===== src/rtl/csr_irq_ctrl_if.sv =====
// Core-side bundle for csr_irq_ctrl: interrupt lines, EX-stage CSR/mret
// request and the PC redirect / CSR read-data results.
interface csr_irq_ctrl_if #(
  parameter int NUM_IRQ = 4
);
  logic [NUM_IRQ-1:0] irq;
  logic               inst_valid;
  logic [31:0]        pc;
  logic               csr_rd;
  logic               csr_wr;
  logic [11:0]        csr_addr;
  logic [31:0]        csr_wdata;
  logic               is_mret;
  logic [31:0]        csr_rdata;
  logic               trap_taken;
  logic [31:0]        redirect_pc;

  modport master (
    output irq, inst_valid, pc, csr_rd, csr_wr, csr_addr, csr_wdata, is_mret,
    input  csr_rdata, trap_taken, redirect_pc
  );

  modport slave (
    input  irq, inst_valid, pc, csr_rd, csr_wr, csr_addr, csr_wdata, is_mret,
    output csr_rdata, trap_taken, redirect_pc
  );
endinterface


===== src/rtl/csr_irq_ctrl.sv =====
// Machine-mode CSR file and fixed-priority interrupt controller with a RUN/REDIRECT FSM.
// Define CSR_IRQ_SYNC_EN to pass each irq line through a 2-flop synchroniser.
module csr_irq_ctrl #(
  parameter int          NUM_IRQ     = 4,
  parameter logic [31:0] MTVEC_RESET = 32'h0000_0100
) (
  input logic           clk,
  input logic           rst,
  csr_irq_ctrl_if.slave bus
);

  localparam logic [11:0] ADDR_MSTATUS = 12'h300;
  localparam logic [11:0] ADDR_MIE     = 12'h304;
  localparam logic [11:0] ADDR_MTVEC   = 12'h305;
  localparam logic [11:0] ADDR_MEPC    = 12'h341;
  localparam logic [11:0] ADDR_MCAUSE  = 12'h342;
  localparam logic [11:0] ADDR_MIP     = 12'h344;

  typedef enum logic {
    ST_RUN,
    ST_REDIRECT
  } state_t;

  state_t             state_q, state_d;
  logic               mie_bit_q, mie_bit_d;
  logic               mpie_q, mpie_d;
  logic [NUM_IRQ-1:0] mie_q, mie_d;
  logic [31:0]        mepc_q, mepc_d;
  logic [31:0]        mcause_q, mcause_d;
  logic [31:0]        mtvec_q, mtvec_d;
  logic [31:0]        tgt_q, tgt_d;

  logic [NUM_IRQ-1:0] irq_s;
  logic [NUM_IRQ-1:0] pend;
  logic               in_run;
  logic               take;
  logic               csr_commit;
  logic               mret_fire;
  logic [31:0]        cause;
  logic [31:0]        tvec_base;
  logic [31:0]        handler;
  logic [31:0]        mstatus_val;
  logic [31:0]        mie_val;
  logic [31:0]        mip_val;
  logic [31:0]        rdata_c;

`ifdef CSR_IRQ_SYNC_EN
  logic [NUM_IRQ-1:0] sync1_q, sync1_d;
  logic [NUM_IRQ-1:0] sync2_q, sync2_d;

  always_comb begin
    sync1_d = bus.irq;
    sync2_d = sync1_q;
  end

  always_ff @(posedge clk or posedge rst) begin
    if (rst) begin
      sync1_q <= '0;
      sync2_q <= '0;
    end else begin
      sync1_q <= sync1_d;
      sync2_q <= sync2_d;
    end
  end

  assign irq_s = sync2_q;
`else
  assign irq_s = bus.irq;
`endif

  assign pend       = irq_s & mie_q;
  assign in_run     = (state_q == ST_RUN);
  assign take       = in_run && bus.inst_valid && mie_bit_q && (|pend);
  // A taken trap squashes the EX instruction, so its CSR write or mret must not land.
  assign csr_commit = in_run && bus.inst_valid && bus.csr_wr && !take;
  assign mret_fire  = in_run && bus.inst_valid && bus.is_mret && !take;

  // Scan from the top down so the lowest pending index is the one left standing.
  always_comb begin
    cause = 32'd0;
    for (int k = NUM_IRQ - 1; k >= 0; k--) begin
      if (pend[k]) begin
        cause = 32'(16 + k);
      end
    end
  end

  assign tvec_base = {mtvec_q[31:2], 2'b00};
  assign handler   = mtvec_q[0] ? (tvec_base + (cause << 2)) : tvec_base;

  always_comb begin
    mstatus_val    = 32'd0;
    mstatus_val[3] = mie_bit_q;
    mstatus_val[7] = mpie_q;
    mie_val        = 32'd0;
    mie_val[16 +: NUM_IRQ] = mie_q;
    mip_val        = 32'd0;
    mip_val[16 +: NUM_IRQ] = irq_s;
  end

  always_comb begin
    rdata_c = 32'd0;
    if (bus.csr_rd) begin
      case (bus.csr_addr)
        ADDR_MSTATUS: rdata_c = mstatus_val;
        ADDR_MIE:     rdata_c = mie_val;
        ADDR_MTVEC:   rdata_c = mtvec_q;
        ADDR_MEPC:    rdata_c = mepc_q;
        ADDR_MCAUSE:  rdata_c = mcause_q;
        ADDR_MIP:     rdata_c = mip_val;
        default:      rdata_c = 32'd0;
      endcase
    end
  end

  assign bus.csr_rdata   = rdata_c;
  assign bus.trap_taken  = (state_q == ST_REDIRECT);
  assign bus.redirect_pc = (state_q == ST_REDIRECT) ? tgt_q : 32'd0;

  always_comb begin
    state_d   = state_q;
    mie_bit_d = mie_bit_q;
    mpie_d    = mpie_q;
    mie_d     = mie_q;
    mepc_d    = mepc_q;
    mcause_d  = mcause_q;
    mtvec_d   = mtvec_q;
    tgt_d     = tgt_q;

    case (state_q)
      ST_RUN: begin
        if (take) begin
          mepc_d    = bus.pc;
          mcause_d  = {1'b1, cause[30:0]};
          mpie_d    = mie_bit_q;
          mie_bit_d = 1'b0;
          tgt_d     = handler;
          state_d   = ST_REDIRECT;
        end else begin
          if (csr_commit) begin
            case (bus.csr_addr)
              ADDR_MSTATUS: begin
                mie_bit_d = bus.csr_wdata[3];
                mpie_d    = bus.csr_wdata[7];
              end
              ADDR_MIE:    mie_d    = bus.csr_wdata[16 +: NUM_IRQ];
              ADDR_MTVEC:  mtvec_d  = bus.csr_wdata & ~32'h0000_0002;
              ADDR_MEPC:   mepc_d   = bus.csr_wdata & ~32'h0000_0003;
              ADDR_MCAUSE: mcause_d = bus.csr_wdata;
              default: ;
            endcase
          end
          // mret uses the pre-write mepc/MPIE and overrides a same-cycle mstatus write.
          if (mret_fire) begin
            mie_bit_d = mpie_q;
            mpie_d    = 1'b1;
            tgt_d     = mepc_q;
            state_d   = ST_REDIRECT;
          end
        end
      end
      ST_REDIRECT: begin
        state_d = ST_RUN;
      end
      default: begin
        state_d = ST_RUN;
      end
    endcase
  end

  always_ff @(posedge clk or posedge rst) begin
    if (rst) begin
      state_q   <= ST_RUN;
      mie_bit_q <= 1'b0;
      mpie_q    <= 1'b0;
      mie_q     <= '0;
      mepc_q    <= 32'd0;
      mcause_q  <= 32'd0;
      mtvec_q   <= MTVEC_RESET;
      tgt_q     <= 32'd0;
    end else begin
      state_q   <= state_d;
      mie_bit_q <= mie_bit_d;
      mpie_q    <= mpie_d;
      mie_q     <= mie_d;
      mepc_q    <= mepc_d;
      mcause_q  <= mcause_d;
      mtvec_q   <= mtvec_d;
      tgt_q     <= tgt_d;
    end
  end

endmodule


===== src/flat_wrapper.sv =====
// flat-port wrapper written by rule: the top's interface ports become plain ports
module csr_irq_ctrl_flat 
#(
  parameter int          NUM_IRQ     = 4,
  parameter logic [31:0] MTVEC_RESET = 32'h0000_0100
)
  (clk, rst, bus_irq, bus_inst_valid, bus_pc, bus_csr_rd, bus_csr_wr, bus_csr_addr, bus_csr_wdata, bus_is_mret, bus_csr_rdata, bus_trap_taken, bus_redirect_pc);
  csr_irq_ctrl_if #(.NUM_IRQ(NUM_IRQ)) bus_i ();
  input logic clk;
  input logic rst;
  input wire logic [$bits(bus_i.irq)-1:0] bus_irq;
  input wire logic [$bits(bus_i.inst_valid)-1:0] bus_inst_valid;
  input wire logic [$bits(bus_i.pc)-1:0] bus_pc;
  input wire logic [$bits(bus_i.csr_rd)-1:0] bus_csr_rd;
  input wire logic [$bits(bus_i.csr_wr)-1:0] bus_csr_wr;
  input wire logic [$bits(bus_i.csr_addr)-1:0] bus_csr_addr;
  input wire logic [$bits(bus_i.csr_wdata)-1:0] bus_csr_wdata;
  input wire logic [$bits(bus_i.is_mret)-1:0] bus_is_mret;
  output wire logic [$bits(bus_i.csr_rdata)-1:0] bus_csr_rdata;
  output wire logic [$bits(bus_i.trap_taken)-1:0] bus_trap_taken;
  output wire logic [$bits(bus_i.redirect_pc)-1:0] bus_redirect_pc;
  assign bus_i.irq = bus_irq;
  assign bus_i.inst_valid = bus_inst_valid;
  assign bus_i.pc = bus_pc;
  assign bus_i.csr_rd = bus_csr_rd;
  assign bus_i.csr_wr = bus_csr_wr;
  assign bus_i.csr_addr = bus_csr_addr;
  assign bus_i.csr_wdata = bus_csr_wdata;
  assign bus_i.is_mret = bus_is_mret;
  assign bus_csr_rdata = bus_i.csr_rdata;
  assign bus_trap_taken = bus_i.trap_taken;
  assign bus_redirect_pc = bus_i.redirect_pc;
  csr_irq_ctrl #(.NUM_IRQ(NUM_IRQ), .MTVEC_RESET(MTVEC_RESET)) u_core (.clk(clk), .rst(rst), .bus(bus_i));
endmodule

===== config.mk =====
export PLATFORM = sky130hd
export DESIGN_NAME = csr_irq_ctrl_flat
export DESIGN_NICKNAME = d
export VERILOG_FILES = /design/src/rtl/csr_irq_ctrl_if.sv /design/src/rtl/csr_irq_ctrl.sv /design/src/flat_wrapper.sv
export SDC_FILE = /design/constraint.sdc
export NUM_CORES = 1
export LEC_CHECK = 0
export ABC_AREA = 1
export CAP_MARGIN = 20
export CORE_ASPECT_RATIO = 1.75
export CORE_MARGIN = 1.5
export CORE_UTILIZATION = 55
export DETAILED_ROUTE_END_ITERATION = 7
export PLACE_DENSITY = 0.85
export SKIP_LAST_GASP = 1
export SYNTH_ARGS = -nofsm -noshare
export SYNTH_HDL_FRONTEND = slang
export SYNTH_SLANG_ARGS = --single-unit

===== constraint.sdc =====
create_clock -name clk -period 8.66 [get_ports clk]
set_clock_uncertainty 0.2 [all_clocks]
set_input_delay 0.866 -clock clk [delete_from_list [all_inputs] [get_ports clk]]
set_output_delay 0.866 -clock clk [all_outputs]
set_load 0.02 [all_outputs]

**After elaboration in Yosys (flattened, before gate mapping)**

Index checks and enable logic that the tools add are counted.

- Bits in registers: 134
- Word-level logic and storage cells: 66

- Add/sub/neg operators: 1
- Equal/unequal tests: 6
- Muxes and demuxes: 27
- Bitwise gates (word level): 3
- Reduce and logical (&&, ||, !) cells: 21

Operator list:

| cell | count |
|---|---|
| two-way mux 32 bit | 11 |
| case mux 32 bit (6 select lines) | 1 |
| two-way mux 31 bit | 3 |
| equality test 12 x 10 -> 1 bit (second input constant) | 6 |
| adder 32 bit | 1 |
| two-way mux 1 bit | 10 |
| AND reduction 3 bit | 3 |
| AND reduction 4 bit | 2 |
| nonzero test 2 bit | 4 |
| logical AND 1 bit | 7 |
| nonzero test 3 bit | 2 |
| two-way mux 5 bit | 1 |
| AND 4 bit | 1 |
| OR reduction 4 bit | 1 |
| inverter 1 bit | 2 |
| case mux 1 bit (2 select lines) | 1 |
| AND reduction 2 bit | 1 |
| logical NOT 1 bit | 1 |

**Longest topological paths before layout**

- Word-level depth: 9
- Mapped depth: 17

**Worst setup path before layout**

Ideal clock, no wire load.

- Path type: in2out
- Start: input bus_csr_addr[5]
- End: output bus_csr_rdata[15]
- Data arrival time: 2.154 ns
- Data required time: 7.594 ns
- Setup slack: 5.440 ns
- Cell stages on the path: 8
- Path buffers: 1
- Path through: nor2_2 > nand3_2 > nor2_4 > nand2_2 > inv_2 > clkbuf_1 > a21oi_1 > nor2_1

- Cells in the longest elaborated chain, start to end: 3

Ends and longest elaborated chain:

| what | line | text |
|---|---|---|
| start: declaration | flat_wrapper.sv:16 | `input wire logic [$bits(bus_i.csr_addr)-1:0] bus_csr_addr;` |
| equality test 12 x 10 -> 1 bit | csr_irq_ctrl.sv:104 | `case (bus.csr_addr)` |
| case mux 32 bit (6 select lines) (*) | csr_irq_ctrl.sv:104 |  |
| two-way mux 32 bit (*) | csr_irq_ctrl.sv:103 | `if (bus.csr_rd) begin` |
| end: declaration | flat_wrapper.sv:19 | `output wire logic [$bits(bus_i.csr_rdata)-1:0] bus_csr_rdata;` |

Mark *: on every way between the ends. The rest lies on a longest branch, timed or not.

**Worst setup path in the final report**

- Start: input bus_csr_addr[2]
- End: output bus_csr_rdata[11]

The elaborated chain is that of the path after synthesis.

==> run metrics <==
layout cells sized above 1=6.97%; # DRC=0; full die area=15,000 um^2; final setup fails=0; max-cap violations=0; final hold violation count=0; FMAX=between 150 and 200 MHz; #FFs+latches synth=between 100 and 150; period utilization=59.4%; post-synthesis cell type count=39; FP Rows=57; crit path launch type=input pin; CTS tree=done; DR WL/cell=16.6 um; Syn Area/Cell=about 7 um^2; worst r2r src=u_core.bus.trap_taken; WL final=roughly 24,000 um; VDD IR max=between 0.1 and 0.15 mV; Syn Nets=1,216; Sink Count=134; Starting Density=around 57%; Die Width=93.4 um; Worst Setup SP=bus_csr_addr[2]; antenna violations before repair=0; I/O pin total=between 150 and 200; dpl cell area=around 9400 um^2; first-pass GRT wire length=between 30,000 and 40,000 um; Slew HR=33.1%; Ant. Diodes=0; data arrival time of the worst path=4080 ps; sequential area share after synthesis=between 40% and 50%; GP Congestion=0.936; commonest non-fill, non-tap cell in the layout=nand2_1; # hold bufs at CTS=0; min-delay src=u_core.tgt_q[12]; Crit. End Element=primary output; Slew @ Worst Pin=approximately 1000 ps; fin nets=roughly 1,300; crit path max fanout=31; largest net degree at the start of global routing=77; fraction of registers with async set/reset=between 90% and 100%; vias in the first global route=roughly 7,600; Syn Std Cell Area=around 7900 um^2; Primary FF master, synth=dfrtp_1; Root Buffer=clkbuf_16; Worst EP required=7590 ps; clk_lat worst skew=between 400 and 500 ps; Final min period=5140 ps; Core Region=13,900 um^2; worst min path class=register to register; Num CTS Buffers=17; WS Path Type=input pin to primary output; leakage power=0.00497 uW; die height=between 150 and 200 um; RSZ-0062 raised after global routing=no; Final Max Tran Viols=0; Clock transition at path regs=approximately 50 ps; Post-synth EDFFs=0; post-synthesis cell count=~1,100; Setup Buffers After CTS=0; P&R area growth vs syn=27.1%; HPWL Detailed=17,300 um; H-tree depth=4; most frequent cells in the layout=nand2_1, clkdlybuf4s50_1, dfrtp_1; GRT Util Overall=33.4%; Final Core Density=a little under three quarters; pwr/cell area=about 240 nW/um^2; via count=between 8,000 and 9,000; maximum root-to-sink buffer count=2; Design Power=about 2400 uW; Final ANT Viol Nets=0; Iter 0 DRT Violations=~1,100; drt via density=~5.7; post-cts sizing count=0; fillcell total=about 1,100; I/O Buffers=150; setup tns final=0 ps; GRT overflow=0; design area=approximately 10000 um^2; Synth Warn #=0; DRT Pass-1 Iters=6; status=completed
## report_power, final
group / switching, uW / internal, uW
sequential: 159 / 847
clock: 302 / 410
combinational: 372 / 263
## per-stage QoR
step / instances / setup WS, ps / hold slack, ps
global route: 1440 / 3240 / 301
finish: 1440 / 3520 / 276
floorplan: 1126 / 4010 / 249
CTS: 1438 / 3180 / 282
detailed placement: 1406 / 3190 / 267
global placement: 1406 / 3350 / 262
## worst paths after layout
path / cells past startpoint / end / slack, ps
worst min-delay path: 2 / u_core.tgt_q[12] / 280
worst max-delay path: 12 / bus_csr_rdata[11] / 3520
worst max register to register: 10 / u_core.mtvec_q[22] / 4700
min in group asynchronous: 2 / u_core.tgt_q[4] / 730
max in group asynchronous: 3 / u_core.mtvec_q[7] / 6060
worst min register to register: 2 / u_core.tgt_q[12] / 280
## layer usage
layer	part of all wire (%)	up-vias	global-route usage, %
met4	2.6	0	10.7
li1	-	3848	-
met3	9.0	61	5.18
met2	49	487	54.0
met1	39	3790	45.8
met5	0	-	0
## cells by family (layout without fill, tap and decap cells)
family | after synthesis | after routing | share of synthesized area, %
adder cells (fa/ha/maj) | 4 | 4 | 0.733
buffers and inverters | 183 | 320 | 9.81
AO/OA/AOI/OAI | 205 | 205 | 15.2
XOR/XNOR | 7 | 7 | 0.780
flip-flops | 134 | 134 | 42.7
AND/OR/NAND/NOR | 593 | 593 | 30.7
## worst max-delay path, cell delays in order
cell             delay [ps]
clkdlybuf4s50_1         500
inv_2                    40
nand2_1                  70
nor3_1                   70
nand2_2                 150
clkinv_1                770
nor2_1                  320
nand3b_1                110
nand2_1                 330
buf_16                  210
nor2_1                   70
clkdlybuf4s50_1         550
## cells in the mapped netlist (all sizes together) (5+ instances only)
library cell | count | share of area (%)
xor2 | 6 | 0.67
nand3 | 70 | 4.6
buf | 33 | 2.6
o22ai | 8 | 0.64
nor2 | 119 | 5.9
nand2 | 380 | 18
inv | 127 | 6.1
a21oi | 34 | 2.2
clkbuf | 21 | 1.0
nand4 | 10 | 0.80
o211ai | 5 | 0.48
nor3 | 11 | 0.76
a211oi | 6 | 0.57
a31oi | 18 | 1.4
dfrtp | 133 | 42
o21ai | 126 | 9.2
## area by class of cell
| type | count | area (um^2) | share of cell area, % |
|---|---|---|---|
| multi-input combinational | 809 | 3740 | 37.5 |
| timing repair buffer | 159 | 1600 | 16.0 |
| inverter | 129 | 487 | 4.87 |
| sequential | 134 | 3350 | 33.6 |
| tap | 177 | 221 | 2.22 |
| clock inverter | 14 | 143 | 1.43 |
| clock buffer | 18 | 439 | 4.40 |
## flip-flops by register name, indices dropped and copies added (netlist names)
register / count
u_core.mcause_q: 32
u_core.mepc_q: 32
u_core.tgt_q: 32
u_core.mtvec_q: 31
u_core.mie_q: 4
u_core.bus.trap_taken: 1
u_core.mie_bit_q: 1
u_core.mpie_q: 1
No activity file was read; power rests on OpenSTA's default activity.
